`config.mk`:
```
export PLATFORM = sky130hd
export DESIGN_NAME = tri_dispatch_ctrl
export DESIGN_NICKNAME = d
export VERILOG_FILES = /design/src/rtl/tri_pkg.sv /design/src/rtl/tri_fifo.sv /design/src/rtl/tri_dispatch_ctrl.sv
export SDC_FILE = /design/constraint.sdc
export NUM_CORES = 1
export LEC_CHECK = 0
export CORE_MARGIN = 2
export CORE_UTILIZATION = 54
export CTS_CLUSTER_DIAMETER = 40
export DETAILED_ROUTE_END_ITERATION = 7
export GPL_TIMING_DRIVEN = 0
export PLACE_DENSITY_LB_ADDON = 0.12
export RECOVER_POWER = 100
export SYNTH_ARGS = -nofsm -noshare
export SYNTH_HDL_FRONTEND = slang
export SYNTH_SLANG_ARGS = --single-unit
```
`constraint.sdc`:
```
create_clock -name clk -period 10.95 [get_ports clk]
set_input_delay 2.7375 -clock clk [delete_from_list [all_inputs] [get_ports clk]]
set_output_delay 2.7375 -clock clk [all_outputs]
set_load 0.02 [all_outputs]
```
`src/rtl/tri_pkg.sv`:
```
// Shared widths, packed-triangle layout and controller state encoding
// for the triangle dispatch controller.
package tri_pkg;

  localparam int X_W   = 12;
  localparam int Y_W   = 12;
  localparam int Z_W   = 21;
  localparam int C_W   = 24;
  localparam int VTX_W = X_W + Y_W + Z_W + C_W;
  localparam int TRI_W = 3 * VTX_W;

  localparam int C_OFF = 0;
  localparam int Z_OFF = C_OFF + C_W;
  localparam int Y_OFF = Z_OFF + Z_W;
  localparam int X_OFF = Y_OFF + Y_W;

  localparam int V1_OFF = 0;
  localparam int V2_OFF = VTX_W;
  localparam int V3_OFF = 2 * VTX_W;

  localparam int NUM_W = 21;

  typedef enum logic [2:0] {
    ST_IDLE     = 3'd0,
    ST_FETCH    = 3'd1,
    ST_WAIT_MEM = 3'd2,
    ST_ISSUE    = 3'd3,
    ST_DRAIN    = 3'd4,
    ST_DONE     = 3'd5
  } state_e;

  function automatic logic st_busy(state_e s);
    return (s == ST_FETCH) || (s == ST_WAIT_MEM) ||
           (s == ST_ISSUE) || (s == ST_DRAIN);
  endfunction

endpackage

```
`src/rtl/tri_fifo.sv`:
```
// Shaded-triangle buffer: power-of-2 circular FIFO with occupancy count.
// Head word reads as zero while empty so the output is clean after reset.
module tri_fifo #(
  parameter int WIDTH = 207,
  parameter int DEPTH = 4
) (
  input  logic                   clk,
  input  logic                   srst_n,
  input  logic                   i_push,
  input  logic [WIDTH-1:0]       i_data,
  input  logic                   i_pop,
  output logic [WIDTH-1:0]       o_data,
  output logic [$clog2(DEPTH):0] o_count,
  output logic                   o_full,
  output logic                   o_empty
);

  localparam int PW = $clog2(DEPTH);

  logic [WIDTH-1:0] r_mem [DEPTH];
  logic [PW-1:0]    r_wp;
  logic [PW-1:0]    r_rp;
  logic [PW:0]      r_cnt;
  logic             w_push;
  logic             w_pop;

  assign o_full  = (r_cnt == (PW+1)'(DEPTH));
  assign o_empty = (r_cnt == '0);
  assign o_count = r_cnt;
  assign w_push  = i_push && !o_full;
  assign w_pop   = i_pop && !o_empty;
  assign o_data  = o_empty ? '0 : r_mem[r_rp];

  // Storage array: written at the tail, no reset needed.
  always_ff @(posedge clk) begin
    if (w_push) r_mem[r_wp] <= i_data;
  end

  // Pointers and occupancy; simultaneous push and pop keep the count.
  always_ff @(posedge clk) begin
    if (!srst_n) begin
      r_wp  <= '0;
      r_rp  <= '0;
      r_cnt <= '0;
    end else begin
      if (w_push) r_wp <= r_wp + PW'(1);
      if (w_pop)  r_rp <= r_rp + PW'(1);
      unique case ({w_push, w_pop})
        2'b10:   r_cnt <= r_cnt + (PW+1)'(1);
        2'b01:   r_cnt <= r_cnt - (PW+1)'(1);
        default: r_cnt <= r_cnt;
      endcase
    end
  end

endmodule

```
`src/rtl/tri_dispatch_ctrl.sv`:
```
// Frame dispatcher: fetches faces from SRAM, streams vertex indices to
// the shader and buffers shaded triangles for the rasterizer.
module tri_dispatch_ctrl
  import tri_pkg::*;
#(
  parameter int SRAM_LAT   = 2,
  parameter int FIFO_DEPTH = 4,
  parameter int ADDR_W     = 20,
  parameter int VIDX_W     = 20
) (
  input  logic              clk,
  input  logic              srst_n,
  input  logic              start,
  input  logic [ADDR_W-1:0] base_face,
  input  logic [NUM_W-1:0]  num_faces,
  output logic              face_rd,
  output logic [ADDR_W-1:0] face_addr,
  input  logic [VIDX_W-1:0] face_v1,
  input  logic [VIDX_W-1:0] face_v2,
  input  logic [VIDX_W-1:0] face_v3,
  output logic              shd_valid,
  output logic [VIDX_W-1:0] shd_vidx,
  input  logic              shd_done,
  input  logic [TRI_W-1:0]  shd_tri,
  output logic              ras_valid,
  output logic [TRI_W-1:0]  ras_tri,
  input  logic              ras_ready,
  output logic              busy,
  output logic              finish,
  output logic              err
);

  localparam int CNT_W = $clog2(FIFO_DEPTH) + 1;
  localparam int OW    = CNT_W + 1;
  localparam logic [2:0] LAT_C = 3'(SRAM_LAT);

  state_e            r_state, w_state_nxt;
  logic [ADDR_W-1:0] r_base, w_base_nxt;
  logic [NUM_W-1:0]  r_num, w_num_nxt;
  logic [NUM_W-1:0]  r_issued, w_issued_nxt;
  logic [CNT_W-1:0]  r_inflight, w_inflight_nxt;
  logic [OW-1:0]     r_orphan, w_orst;
  logic [2:0]        r_lat, w_lat_nxt;
  logic [1:0]        r_beat, w_beat_nxt;
  logic [VIDX_W-1:0] r_v2, w_v2_nxt;
  logic [VIDX_W-1:0] r_v3, w_v3_nxt;
  logic              r_face_rd, w_face_rd_nxt;
  logic [ADDR_W-1:0] r_face_addr, w_face_addr_nxt;
  logic              r_shd_valid, w_shd_valid_nxt;
  logic [VIDX_W-1:0] r_shd_vidx, w_shd_vidx_nxt;
  logic              r_busy, r_finish, r_err;
  logic              w_inc;

  logic              w_orph_hit, w_push, w_bad;
  logic              w_credit;
  logic [CNT_W-1:0]  w_fcnt;
  logic              w_full, w_empty;
  logic [CNT_W:0]    w_used;

  assign face_rd   = r_face_rd;
  assign face_addr = r_face_addr;
  assign shd_valid = r_shd_valid;
  assign shd_vidx  = r_shd_vidx;
  assign busy      = r_busy;
  assign finish    = r_finish;
  assign err       = r_err;
  assign ras_valid = !w_empty;

  assign w_used   = {1'b0, r_inflight} + {1'b0, w_fcnt};
  assign w_credit = (w_used < (CNT_W+1)'(FIFO_DEPTH));

  // Results still owed by the shader from an abandoned frame are
  // swallowed first; the shader returns triangles in issue order.
  assign w_orph_hit = shd_done && (r_orphan != '0);
  assign w_push = shd_done && !w_orph_hit &&
                  (r_inflight != '0) && !w_full;
  assign w_bad  = shd_done && !w_orph_hit && (r_inflight == '0);
  assign w_orst = r_orphan + OW'(r_inflight);

  tri_fifo #(
    .WIDTH (TRI_W),
    .DEPTH (FIFO_DEPTH)
  ) u_fifo (
    .clk     (clk),
    .srst_n  (srst_n),
    .i_push  (w_push),
    .i_data  (shd_tri),
    .i_pop   (ras_ready),
    .o_data  (ras_tri),
    .o_count (w_fcnt),
    .o_full  (w_full),
    .o_empty (w_empty)
  );

  // Next-state and next-output decode for the dispatch sequence.
  always_comb begin
    w_state_nxt     = r_state;
    w_base_nxt      = r_base;
    w_num_nxt       = r_num;
    w_issued_nxt    = r_issued;
    w_lat_nxt       = r_lat;
    w_beat_nxt      = r_beat;
    w_v2_nxt        = r_v2;
    w_v3_nxt        = r_v3;
    w_face_rd_nxt   = 1'b0;
    w_face_addr_nxt = r_face_addr;
    w_shd_valid_nxt = 1'b0;
    w_shd_vidx_nxt  = r_shd_vidx;
    w_inc           = 1'b0;
    unique case (r_state)
      ST_IDLE, ST_DONE: begin
        if (start) begin
          w_base_nxt   = base_face;
          w_num_nxt    = num_faces;
          w_issued_nxt = '0;
          w_state_nxt  = (num_faces != '0) ? ST_FETCH : ST_DONE;
        end
      end
      ST_FETCH: begin
        if (w_credit) begin
          w_face_rd_nxt   = 1'b1;
          w_face_addr_nxt = r_base + ADDR_W'(r_issued);
          w_lat_nxt       = '0;
          w_state_nxt     = ST_WAIT_MEM;
        end
      end
      ST_WAIT_MEM: begin
        if (r_lat == LAT_C) begin
          w_v2_nxt        = face_v2;
          w_v3_nxt        = face_v3;
          w_shd_valid_nxt = 1'b1;
          w_shd_vidx_nxt  = face_v1;
          w_beat_nxt      = 2'd0;
          w_inc           = 1'b1;
          w_issued_nxt    = r_issued + NUM_W'(1);
          w_state_nxt     = ST_ISSUE;
        end else begin
          w_lat_nxt = r_lat + 3'd1;
        end
      end
      ST_ISSUE: begin
        unique case (r_beat)
          2'd0: begin
            w_shd_valid_nxt = 1'b1;
            w_shd_vidx_nxt  = r_v2;
            w_beat_nxt      = 2'd1;
          end
          2'd1: begin
            w_shd_valid_nxt = 1'b1;
            w_shd_vidx_nxt  = r_v3;
            w_beat_nxt      = 2'd2;
          end
          default: begin
            w_beat_nxt  = 2'd0;
            w_state_nxt = (r_issued == r_num) ? ST_DRAIN : ST_FETCH;
          end
        endcase
      end
      ST_DRAIN: begin
        if ((r_inflight == '0) && w_empty) w_state_nxt = ST_DONE;
      end
      default: w_state_nxt = ST_IDLE;
    endcase
    w_inflight_nxt = r_inflight + CNT_W'(w_inc) - CNT_W'(w_push);
  end

  // State and registered outputs; reset remembers owed shader results.
  always_ff @(posedge clk) begin
    if (!srst_n) begin
      r_state     <= ST_IDLE;
      r_base      <= '0;
      r_num       <= '0;
      r_issued    <= '0;
      r_inflight  <= '0;
      r_orphan    <= (shd_done && (w_orst != '0)) ? w_orst - OW'(1) : w_orst;
      r_lat       <= '0;
      r_beat      <= '0;
      r_v2        <= '0;
      r_v3        <= '0;
      r_face_rd   <= 1'b0;
      r_face_addr <= '0;
      r_shd_valid <= 1'b0;
      r_shd_vidx  <= '0;
      r_busy      <= 1'b0;
      r_finish    <= 1'b0;
      r_err       <= 1'b0;
    end else begin
      r_state     <= w_state_nxt;
      r_base      <= w_base_nxt;
      r_num       <= w_num_nxt;
      r_issued    <= w_issued_nxt;
      r_inflight  <= w_inflight_nxt;
      r_orphan    <= w_orph_hit ? r_orphan - OW'(1) : r_orphan;
      r_lat       <= w_lat_nxt;
      r_beat      <= w_beat_nxt;
      r_v2        <= w_v2_nxt;
      r_v3        <= w_v3_nxt;
      r_face_rd   <= w_face_rd_nxt;
      r_face_addr <= w_face_addr_nxt;
      r_shd_valid <= w_shd_valid_nxt;
      r_shd_vidx  <= w_shd_vidx_nxt;
      r_busy      <= st_busy(w_state_nxt);
      r_finish    <= (w_state_nxt == ST_DONE);
      r_err       <= r_err | w_bad;
    end
  end

endmodule

```
==> flow_metrics.py <==
metrics = {
    "die": {
        "dieArea_um2": 75100,
        "die_h_um": 274,
        "die_x_um": 274,
        "core_area_um2": 72600,
        "row_count": 99,
        "pin_count": 566,
        "start_util": 0.542,
    },
    "power_and_ir_drop": {
        "seq_power_share": 0.471,
        "vdd_ir_drop_max_v": 0.000221,
        "power_leakage_nw": 17.7,
        "power_density_nw_per_um2": 173,
        "pwr-share-clk": 0.492,
        "p_int_mw": 7.02,
        "comb_power_share": 0.038,
        "switchingPower_mw": 1.83,
        "swShare": 0.207,
    },
    "route": {
        "vias": 23098,
        "drt-total-wl_um": 97400,
        "drt-initial-drc-count": 1469,
        "drt_pass1_iterations": 5,
        "vias_per_cell": 5.59,
        "wl_per_cell_um": 23.6,
        "drc": 0,
        "postRouteAntennaNets": 0,
    },
    "clocking": {
        "cts_buffer_depth": 3,
        "holdBufCountCts": 0,
        "root_buffer": "clkbuf_16",
        "cts_max_level": 4,
        "clock-sinks": 999,
        "clk_pin_slew_ns": 0.05,
        "cts_tree": "yes",
        "clock_latency_ns": 0.71,
        "cts.repair.resized": 0,
        "post-cts-setup-buffers": 0,
        "cts_buffers": 133,
    },
    "min_path": {
        "hp-class": "flip-flop to flip-flop",
    },
    "synth": {
        "ys.flop_type": "edfxtp_1",
        "syn_area_um2": 39400,
        "synthCells": 2327,
        "synth.avg_cell_area_um2": 16.9,
        "yosysSeqAreaShare": 0.719,
        "synth.distinct_cells": 61,
        "synth_seq_cells": 999,
        "syn_nets": 2682,
        "async_flop_share": 0,
        "synth_edf_count": 832,
        "synth_warnings": 0,
    },
    "timing": {
        "fmax_ghz": 0.119,
        "timing.final.hold_violations": 0,
        "slew_violations": 418,
        "rsz0062_at_grt": "no",
        "timing.setup.tns_ns": 0,
        "hold_slack_ns": 0.455,
        "fin_ws_ns": 2.52,
        "period_share": 0.769,
        "tightest_slew_ns": 3.46,
        "slew-limit-headroom": -1.30,
        "timing.final.crit_period_ns": 8.43,
        "finalSetupViolCount": 0,
        "clock_skew_ns": 0.0303,
    },
    "placement": {
        "place_congestion": 0.933,
        "placed_cell_area_um2": 46700,
        "io_buffers": 565,
        "hpwl_um": 66000,
        "post-place-ws_ns": 4.46,
    },
    "setup_path": {
        "cpLargestDelayFamily": "buffers and inverters",
        "worst-path-buf-inv": 2,
        "crit_path_end_kind": "flip-flop",
        "crit_path_top_delay_cell": "clkbuf_1",
        "critical_path.max_stage_delay_ns": 2.33,
        "worstPathCellList": "dlygate4sd3_1, nand3_1, a311oi_1, and2_0, clkbuf_1",
        "crit_type": "input port to flip-flop",
        "crit_required_ns": 11.19,
        "startpoint_type": "input port",
        "critPathMaxFanout": 50,
        "crit_arrival_ns": 8.66,
        "reg2reg_slack_ns": 4.47,
    },
    "final_layout": {
        "final_core_util": 0.703,
        "postLayoutCellArea_um2": 51100,
        "syn2layout_area_growth_pct": 29.7,
        "fillers": 4803,
        "multi_input_area_um2": 10400,
        "final_cell_mix": "832 x edfxtp_1, 444 x dlygate4sd3_1, 213 x and2_1",
        "nNetsFinal": 3398,
        "drive_gt1_frac": 0.141,
        "final_common_cell": "edfxtp_1",
        "seq_area_um2": 28300,
    },
    "global_routing": {
        "grt_max_degree": 55,
        "grt_pass1_vias": 23860,
        "grt_pass1_wl_um": 143000,
        "overflow": 0,
        "antenna_found_initial": 53,
        "track_usage": 0.258,
    },
    "run": {
        "maxCapViolCount": 11,
    },
    "status": {
        "failed_checks": "capacitance limit, slew limit",
        "status": "finished, violations left",
    },
}
cells in the mapped netlist (19+ instances only):
cell type | instances | area, µm²
a21oi_1 | 132 | 661
dfxtp_1 | 167 | 3340
nand4_1 | 19 | 119
xnor2_1 | 48 | 420
a211oi_1 | 26 | 195
nor2_1 | 100 | 375
buf_2 | 24 | 120
edfxtp_1 | 832 | 25000
inv_1 | 27 | 101
clkbuf_1 | 94 | 353
ha_1 | 38 | 475
and2_1 | 219 | 1370
mux4_2 | 207 | 4660
xor2_1 | 22 | 193
mux2i_1 | 24 | 240
nand2_1 | 207 | 777
metal layers:
layer / up-vias / GRT usage / wire (µm)
met4: 26 / 0.109 / 3620
met3: 253 / 0.0743 / 7570
met5: - / 0 / 180
met2: 807 / 0.437 / 49300
li1: 10409 / - / -
met1: 11603 / 0.310 / 36700
per-stage QoR:
| stage | std cells | total power [mW] |
|---|---|---|
| 2_1_floorplan | 2327 | 4.38 |
| 3_3_place_gp | 3851 | 4.58 |
| 3_5_place_dp | 3867 | 4.59 |
| 4_1_cts | 4107 | 8.95 |
| 5_1_grt | 4118 | 9.11 |
| 6_report | 4130 | 8.86 |
power by group through the flow:
stage / combinational (mW) / sequential [mW] / clock (mW)
CTS: 0.352 / 4.17 / 4.43
global placement: 0.337 / 4.24 / 0
floorplan: 0.135 / 4.25 / 0
detailed placement: 0.349 / 4.25 / 0
finish: 0.334 / 4.17 / 4.35
global route: 0.365 / 4.17 / 4.58
worst register-to-register path, cell delays in order (launching register included):
cell and delay, ns:
edfxtp_1 0.46, inv_1 0.12, ha_1 0.19, nand3_1 0.09, a311oi_1 0.86, and2_0 1.92, clkbuf_1 2.34
cell type report:
cell class | count | area share
Timing Repair Buffer | 581 | 0.116
Clock buffer | 158 | 0.0703
Clock inverter | 82 | 0.0186
Sequential cell | 999 | 0.555
Buffer | 127 | 0.00970
Antenna cell | 23 | 0.00113
Multi-Input combinational cell | 1173 | 0.204
Tap cell | 959 | 0.0235
Inverter | 28 | 0.00206
worst paths after layout:
kind                            cells after the start                    to   startpoint
worst max-delay path                                5  u_fifo.r_mem[2][168]     shd_done
worst max register to register                      6  u_fifo.r_mem[2][168]  r_orphan[1]
worst min-delay path                                2              r_v2[14]     r_v2[14]
worst min register to register                      2              r_v2[14]     r_v2[14]
cells by family (layout without fill, tap and decap cells):
group,after synthesis,in the layout,synth area share
other,0,23,0
DFF,999,999,0.719
xor gates and xnor gates,70,70,0.0156
and+or+nand+nor,611,611,0.0774
muxes,231,231,0.124
buffers and inverters,155,976,0.0160
AOI/OAI and AO/OA,219,219,0.0331
adders and majority gates,42,42,0.0141
registers in the layout, indices dropped and copies added, names as in the netlist, 4 cells and up, named ones only:
name	cells
u_fifo.r_mem	828
shd_vidx	20
r_issued	21
r_v3	20
r_v2	20
r_num	21
r_orphan	4
face_addr	20
r_base	20
No activity file was read; power rests on OpenSTA's default activity.
